===== src/rtl/spi_piso_shifter.sv =====
// SPI master transmit serialiser: parallel word in, one bit per shift_en strobe out on mosi.
// A one-entry holding buffer lets the next word be queued while the current one shifts,
// so consecutive words leave back-to-back with no gap bit.
module spi_piso_shifter #(
  parameter int DATA_W     = 8,
  parameter bit LSB_FIRST  = 1'b0,
  parameter bit IDLE_LEVEL = 1'b0
) (
  input  logic                      clk,
  input  logic                      rst_n,
  input  logic [DATA_W-1:0]         data_in,
  input  logic                      load_valid,
  output logic                      load_ready,
  input  logic                      shift_en,
  input  logic                      abort,
  output logic                      mosi,
  output logic                      busy,
  output logic                      done,
  output logic [$clog2(DATA_W)-1:0] bit_idx
);

  localparam int CNT_W = $clog2(DATA_W);
  localparam logic [CNT_W-1:0] LAST_IDX = CNT_W'(DATA_W - 1);

  typedef enum logic {
    ST_IDLE  = 1'b0,
    ST_SHIFT = 1'b1
  } state_t;

  state_t              r_state;
  state_t              w_state_next;
  logic [DATA_W-1:0]   r_shift;
  logic [DATA_W-1:0]   r_hold_data;
  logic                r_hold_valid;
  logic [CNT_W-1:0]    r_cnt;
  logic                r_done;

  logic                w_last;
  logic                w_accept;
  logic                w_take;
  logic                w_advance;
  logic [DATA_W-1:0]   w_shifted;

  // State register; reset drops straight back to idle without waiting for a clock.
  always_ff @(posedge clk or negedge rst_n) begin
    if (!rst_n) begin
      r_state <= ST_IDLE;
    end else begin
      r_state <= w_state_next;
    end
  end

  // Next-state and handshake decode; abort overrides every other transition.
  always_comb begin
    w_state_next = r_state;
    w_last       = (r_cnt == LAST_IDX);
    w_advance    = (r_state == ST_SHIFT) && shift_en;
    w_accept     = load_valid && !r_hold_valid && !abort;
    w_take       = 1'b0;
    w_shifted    = LSB_FIRST ? {1'b0, r_shift[DATA_W-1:1]} : {r_shift[DATA_W-2:0], 1'b0};
    case (r_state)
      ST_IDLE: begin
        if (r_hold_valid) begin
          w_state_next = ST_SHIFT;
          w_take       = 1'b1;
        end
      end
      ST_SHIFT: begin
        if (shift_en && w_last) begin
          if (r_hold_valid) begin
            w_take = 1'b1;
          end else begin
            w_state_next = ST_IDLE;
          end
        end
      end
      default: w_state_next = ST_IDLE;
    endcase
    if (abort) begin
      w_state_next = ST_IDLE;
      w_take       = 1'b0;
    end
  end

  // Datapath: holding buffer, shift register, bit counter and the done pulse.
  always_ff @(posedge clk or negedge rst_n) begin
    if (!rst_n) begin
      r_shift      <= '0;
      r_hold_data  <= '0;
      r_hold_valid <= 1'b0;
      r_cnt        <= '0;
      r_done       <= 1'b0;
    end else if (abort) begin
      r_hold_valid <= 1'b0;
      r_cnt        <= '0;
      r_done       <= 1'b0;
    end else begin
      r_done <= w_advance && w_last;
      if (w_accept) begin
        r_hold_data  <= data_in;
        r_hold_valid <= 1'b1;
      end else if (w_take) begin
        r_hold_valid <= 1'b0;
      end
      if (w_take) begin
        r_shift <= r_hold_data;
        r_cnt   <= '0;
      end else if (w_advance) begin
        if (w_last) begin
          r_cnt <= '0;
        end else begin
          r_shift <= w_shifted;
          r_cnt   <= r_cnt + 1'b1;
        end
      end
    end
  end

  assign load_ready = !r_hold_valid;
  assign busy       = (r_state == ST_SHIFT);
  assign done       = r_done;
  assign bit_idx    = r_cnt;
  assign mosi       = (r_state == ST_SHIFT) ? (LSB_FIRST ? r_shift[0] : r_shift[DATA_W-1])
                                            : IDLE_LEVEL;

endmodule


===== config.mk =====
export PLATFORM = sky130hd
export DESIGN_NAME = spi_piso_shifter
export DESIGN_NICKNAME = d
export VERILOG_FILES = /design/src/rtl/spi_piso_shifter.sv
export SDC_FILE = /design/constraint.sdc
export NUM_CORES = 1
export LEC_CHECK = 0
export CORE_MARGIN = 2
export CORE_UTILIZATION = 50
export DETAILED_ROUTE_END_ITERATION = 6
export PLACE_DENSITY_LB_ADDON = 0.1
export SYNTH_ARGS = -nofsm -noshare
export SYNTH_HDL_FRONTEND = slang
export SYNTH_SLANG_ARGS = --single-unit

===== constraint.sdc =====
create_clock -name clk -period 2.9 [get_ports clk]
set_clock_uncertainty 0.1 [all_clocks]
set_input_delay 0.58 -clock clk [delete_from_list [all_inputs] [get_ports clk]]
set_output_delay 0.58 -clock clk [all_outputs]
set_load 0.1 [all_outputs]

==> results of run 1 <==
==> Yosys cell counts, types with 2 or more instances <==
cell type and instances:
dfrtp_1 22, mux2_2 8, a221o_1 7, and2_1 8, nor2_1 2, a21oi_1 4, nand2_1 3, nand3_1 3
ha_1 2, nor2b_1 2
==> logic make-up after synthesis <==
family,Yosys count,synth area share [%]
flops,22,56.8
mux,8,9.29
compound gates,16,14.1
fa+ha+maj,2,2.58
buf+inv,3,2.06
simple gates,23,15.2
==> state kept, by name (all words and copies together) (netlist names) <==
| name | flops |
|---|---|
| r_hold_data | 8 |
| r_shift | 8 |
| bit_idx | 3 |
| busy | 1 |
| done | 1 |
| r_hold_valid | 1 |
==> report_power, final <==
| group | internal (mW) | total [mW] | switching [mW] |
|---|---|---|---|
| Combinational | 0.0822 | 0.162 | 0.0803 |
| Clock | 0.0485 | 0.133 | 0.0840 |
| Sequential | 0.371 | 0.411 | 0.0399 |
| Total | 0.502 | 0.706 | 0.204 |
==> worst max-delay path: stages <==
cell             delay (ns)
clkdlybuf4s50_1        0.56
nor4bb_1               0.32
buf_4                  0.20
a21oi_2                0.08
a221o_1                0.32
==> per-stage QoR <==
step	hold WS, ns	worst slack (ns)	power, mW	utilization (%)	cells
after global routing	0.437	0.835	0.745	67.0	121
after CTS	0.421	0.931	0.713	67.0	121
after detailed placement	0.394	0.600	0.581	65.8	118
after floorplan	0.184	0.381	0.521	-	74
after global placement	0.387	0.648	0.571	65.8	118
final	0.419	0.926	0.706	67.0	121
==> final cells by class <==
type	instances	area [µm²]
fill	145	588
inverter	1	3.75
timing repair buffer	21	188
sequential	22	551
tap	25	31.3
clock buffer	3	22.5
multi-input combinational	49	399
==> routing by layer <==
metal,share of wire (%),vias to the layer above,global-route usage [%]
met1,46,315,24.8
met2,48,14,27.5
met3,5.2,2,6.79
met5,0,-,0
li1,-,313,-
met4,0.81,0,5.95
==> worst min path at each step <==
| stage | end | cells past startpoint | slack (ns) | start |
|---|---|---|---|---|
| global placement | r_shift[2]$_DFFE_PN0P_ | 1 | 0.39 | r_shift[2]$_DFFE_PN0P_ |
| detailed placement | r_shift[3]$_DFFE_PN0P_ | 1 | 0.39 | r_shift[3]$_DFFE_PN0P_ |
| floorplan | bit_idx[0]$_DFFE_PN0P_ | 0 | 0.18 | rst_n |
| CTS | r_shift[3]$_DFFE_PN0P_ | 1 | 0.42 | r_shift[3]$_DFFE_PN0P_ |
| finish | r_shift[3]$_DFFE_PN0P_ | 1 | 0.42 | r_shift[3]$_DFFE_PN0P_ |
| global route | r_shift[7]$_DFFE_PN0P_ | 1 | 0.44 | r_shift[7]$_DFFE_PN0P_ |
==> reports/qor.csv, run 1 <==
stage;metric;value;unit
pwr;ir_worst_vdd;0.000406;V
layout;areaGrowthSynthToFinish;23.2;%
worst_setup_path;worstSetupEndpoint;r_shift[5]$_DFFE_PN0P_;
worst_setup_path;reg2reg_depth;6;
worst_setup_path;cp.arrival;2.07;ns
layout;final_cell_mix;22 x dfrtp_1, 12 x clkdlybuf4s50_1, 9 x buf_4, 8 x and2_1, 8 x mux2_2;
synth;yosysSeqAreaShare;56.8;%
drt;routed_wl;1.73;mm
worst_setup_path;reg2reg_to;r_shift[5]$_DFFE_PN0P_;
synth;ys_ff_latch;22;
synth;syn_nets;89;
timing;fin_setup_tns;0;ns
worst_hold_path;hold_path_class;reg -> reg;
synth;synth-async-reset-ratio;100;%
layout;final_nets;113;
timing;hold_violations;0;
drt;drcViolationCount;0;
drt;dr.pass1.iters;3;
clock_tree;insertion_delay;0.30;ns
synth;yosys.area.top_type_share;56.8;%
place;placed_cell_area;1170;µm²
drt;detail-route-antenna-nets;0;
synth;synth_top_cell_by_area;dfrtp_1;
clock_tree;cts_resized;0;
synth;synth.top_cells.by_area;dfrtp_1 57%, mux2_2 9.3%, a221o_1 7.2%;
pwr;leakagePower;0.540;nW
synth;synth_area;970;µm²
grt;grt_max_degree;23;
clock_tree;tritoncts;yes;
drt;first_iter_violations;9;
floorplanning;initial_core_util;54.4;%
place;gp_congestion;0.667;
job;drv_cap;0;
status;status;finished, final reports clean;
synth;ys_warn_count;0;
grt;antenna_found_initial;0;
worst_setup_path;cp-start-kind;input port;
grt;grt_pass1_wl;2.77;mm
place;port_buffers;19;
worst_setup_path;rrSetupSlack;0.94;ns
grt;grtUsageTotal;18.4;%
worst_setup_path;path_max_fanout;10;
worst_setup_path;endpoint_kind;flip-flop;
layout;layout-drive-gt1-share;26.0;%
clock_tree;cts_buffer_depth;2;
timing;fmax;0.507;GHz
clock_tree;cts_setup_buffers;0;
floorplanning;row_count;15;
worst_setup_path;crit_start;abort;
worst_setup_path;r2r_start;bit_idx[0]$_DFFE_PN0P_;
worst_setup_path;critical_path_required;2.99;ns
layout;antenna_cells;0;
layout;layout_commonest_cell;dfrtp_1;
grt;grt_pass1_vias;585;
place;place.detailed.hpwl;1.30;mm
timing;finalCritPeriodShare;68.1;%
pwr;power_density;591;nW/µm²
timing;finalSetupViolations;0;
floorplanning;core_area;1780;µm²
floorplanning;pin_count;20;
timing;slew_viol_final;0;
clock_tree;path_clk_slew;0.11;ns
floorplanning;dieArea;2310;µm²
timing;rsz0062_at_grt;false;
drt;vias;644;
drt;avgRoutedWirePerCell;14.3;µm
timing;maxSlewHeadroom;69.8;%
worst_setup_path;critPathKind;in -> reg;
floorplanning;die_y;48.0;µm
clock_tree;cts_max_level;1;
timing;period_needed;1.97;ns
synth;synth_edf_count;0;
clock_tree;clock_tree.root_cell;clkbuf_4;
grt;grt_overflow;0;
clock_tree;cts_made_buffers;3;
drt;viasPerCell;5.32;
layout;fin_area;1190;µm²
floorplanning;die_w;48.0;µm
synth;synth_cells;74;
synth;synth_area_per_cell;13.1;µm²
timing;tightest_slew;0.452;ns
clock_tree;postCtsHoldBufs;0;
clock_tree;cts_sinks;22;
synth;ys.flop_type;dfrtp_1;
synth;ys_types;23;
Note: power is estimated with default switching activity, not from simulation.
==> run 2, diff against run 1 <==
--- a/config.mk
+++ b/config.mk
@@ -6,7 +6,7 @@
 export NUM_CORES = 1
 export LEC_CHECK = 0
 export CORE_MARGIN = 2
-export CORE_UTILIZATION = 50
+export CORE_UTILIZATION = 49
 export DETAILED_ROUTE_END_ITERATION = 6
 export PLACE_DENSITY_LB_ADDON = 0.1
 export SYNTH_ARGS = -nofsm -noshare
==> constraint.sdc (replaced) <==
create_clock -name clk -period 1.95 [get_ports clk]
set_clock_uncertainty 0.1 [all_clocks]
set_input_delay 0.39 -clock clk [delete_from_list [all_inputs] [get_ports clk]]
set_output_delay 0.39 -clock clk [all_outputs]
set_load 0.1 [all_outputs]
==> reports/qor.csv, run 2 (same netlist as run 1, synthesis figures left out) <==
stage;metric;value;unit;change
floorplanning;die_w;48.5;µm;was 48.0 µm
clock_tree;cts_buffer_depth;2;;unchanged
timing;maxSlewHeadroom;78.3;%;was 69.8%
pwr;power_density;782;nW/µm²;was 591 nW/µm²
drt;first_iter_violations;10;;was 9
floorplanning;core_area;1920;µm²;was 1780 µm²
timing;hold_violations;0;;unchanged
drt;drcViolationCount;0;;unchanged
drt;detail-route-antenna-nets;0;;unchanged
floorplanning;pin_count;20;;unchanged
worst_setup_path;cp.arrival;1.97;ns;was 2.07 ns
timing;finalSetupViolations;0;;unchanged
clock_tree;cts_setup_buffers;0;;unchanged
clock_tree;insertion_delay;0.30;ns;about the same
pwr;p_int;0.776;mW;was 0.502 mW
timing;fmax;0.531;GHz;
worst_setup_path;critical_path_required;2.04;ns;was 2.99 ns
layout;layout_commonest_cell;dfrtp_1;;unchanged
pwr;leakagePower;0.584;nW;was 0.540 nW
floorplanning;initial_core_util;50.5;%;was 54.4%
drt;vias;664;;was 644
floorplanning;row_count;16;;was 15
job;drv_cap;0;;unchanged
clock_tree;clock_tree.root_cell;clkbuf_4;;unchanged
grt;antenna_found_initial;0;;unchanged
drt;avgRoutedWirePerCell;12.8;µm;was 14.3 µm
pwr;ir_worst_vdd;0.000658;V;was 0.000406 V
pwr;p_switching;0.301;mW;was 0.204 mW
timing;finalCritPeriodShare;96.6;%;
layout;antenna_cells;0;;unchanged
worst_setup_path;path_max_fanout;7;;was 10
worst_setup_path;critPathKind;reg -> reg;;was in -> reg
status;status;finished, final reports clean;;unchanged
place;place.detailed.hpwl;1.28;mm;was 1.30 mm
grt;grtUsageTotal;16.6;%;was 18.4%
floorplanning;die_y;48.5;µm;was 48.0 µm
clock_tree;cts_resized;0;;unchanged
drt;viasPerCell;5.15;;was 5.32
timing;period_needed;1.88;ns;
clock_tree;path_clk_slew;0.11;ns;about the same
layout;areaGrowthSynthToFinish;42.2;%;was 23.2%
pwr;swShare;28.0;%;was 28.9%
place;port_buffers;19;;unchanged
clock_tree;postCtsHoldBufs;0;;unchanged
grt;grt_pass1_wl;2.95;mm;was 2.77 mm
drt;routed_wl;1.65;mm;was 1.73 mm
clock_tree;tritoncts;yes;;unchanged
layout;final_nets;119;;was 113
timing;tightest_slew;0.326;ns;was 0.452 ns
floorplanning;dieArea;2350;µm²;was 2310 µm²
layout;final_util;71.7;%;was 67.0%
layout;layout-drive-gt1-share;37.3;%;was 26.0%
pwr;power.total;1.08;mW;was 0.706 mW
drt;dr.pass1.iters;4;;was 3
pwr;power_frac_seq;56.8;%;was 58.2%
grt;grt_pass1_vias;660;;was 585
place;gp_congestion;0.723;;was 0.667
grt;grt_overflow;0;;unchanged
timing;fin_ws;0.0656;ns;was 0.926 ns
worst_setup_path;cp-start-kind;flip-flop;;was input port
layout;final_cell_mix;18 x dfrtp_1, 12 x clkdlybuf4s50_1, 8 x mux2_2, 8 x buf_12;;was 22 x dfrtp_1, 12 x clkdlybuf4s50_1, 9 x buf_4, 8 x and2_1, 8 x mux2_2
place;dp_slack;0.0306;ns;was 0.600 ns
timing;slew_viol_final;0;;unchanged
clock_tree;cts_made_buffers;3;;unchanged
clock_tree;cts_sinks;22;;unchanged
worst_setup_path;endpoint_kind;flip-flop;;unchanged
worst_hold_path;hold_path_class;in -> async;;was reg -> reg
pwr;p_comb_share;25.3;%;was 23.0%
pwr;clkPwrFrac;17.9;%;was 18.8%
grt;grt_max_degree;23;;unchanged
clock_tree;cts_max_level;1;;unchanged
-- run 2: cell count changes in the layout (fill, tap and decap cells not counted) --
cell / before / now
ha_4: 0 / 2
dfrtp_4: 0 / 2
buf_4: 9 / 7
buf_12: 0 / 8
ha_1: 2 / 0
and2_1: 8 / 7
dfrtp_1: 22 / 18
and2_2: 0 / 1
dfrtp_2: 0 / 2
-- run 2: worst max-delay path: stages (launching register included) --
cell and delay, ns:
dfrtp_4 0.52, ha_4 0.18, ha_4 0.16, nor4bb_1 0.26, buf_4 0.17, a21oi_2 0.07, a221o_1 0.32
-- run 2: final cells by class --
cell class | instances | area, µm²
Sequential cell | 22 | 561
Tap cell | 27 | 33.8
Fill cell | 139 | 543
Multi-Input combinational cell | 49 | 425
Clock buffer | 3 | 22.5
Inverter | 1 | 3.75
Timing Repair Buffer | 27 | 333
-- run 2: through the flow --
step           hold WS (ns)  cells  setup TNS [ns]  instance area, µm²
2_1_floorplan      -0.00559     74          -0.190                1010
3_3_place_gp          0.394    125               0                1350
3_5_place_dp          0.393    125               0                1350
4_1_cts               0.320    128               0                1370
5_1_grt               0.331    129         -0.0803                1380
6_report              0.319    129               0                1380
-- run 2: final timing paths --
path | slack [ns] | to | start | depth (start not counted)
min in group clk | 0.42 | r_shift[1]$_DFFE_PN0P_ | r_shift[1]$_DFFE_PN0P_ | 1
setup / recovery | 0.07 | r_shift[2]$_DFFE_PN0P_ | bit_idx[1]$_DFFE_PN0P_ | 6
max in group asynchronous | 1.19 | bit_idx[0]$_DFFE_PN0P_ | rst_n | 2
hold / removal | 0.32 | bit_idx[2]$_DFFE_PN0P_ | rst_n | 2
hold reg to reg | 0.42 | r_shift[1]$_DFFE_PN0P_ | r_shift[1]$_DFFE_PN0P_ | 1
setup reg to reg | 0.07 | r_shift[2]$_DFFE_PN0P_ | bit_idx[1]$_DFFE_PN0P_ | 6
-- run 2: power by group through the flow --
stage | Clock [mW] | Sequential [mW] | Combinational, mW
after floorplan | 0 | 0.623 | 0.154
after global placement | 0 | 0.621 | 0.270
after detailed placement | 0 | 0.617 | 0.278
after CTS | 0.204 | 0.612 | 0.275
after global routing | 0.227 | 0.626 | 0.293
final | 0.193 | 0.612 | 0.273
-- run 2: layer usage --
layer,global-route usage [%],share of wire (%)
met2,24.5,46
met1,22.7,48
met5,0,0
met3,7.10,5.1
met4,4.29,0.91
==> run 3, diff against run 2 <==
--- a/config.mk
+++ b/config.mk
@@ -12,3 +12,4 @@
 export SYNTH_ARGS = -nofsm -noshare
 export SYNTH_HDL_FRONTEND = slang
 export SYNTH_SLANG_ARGS = --single-unit
+export TNS_END_PERCENT = 1
==> results of run 3 <==
Same layout as run 2: the final DEF is identical, and so are final timing and power.
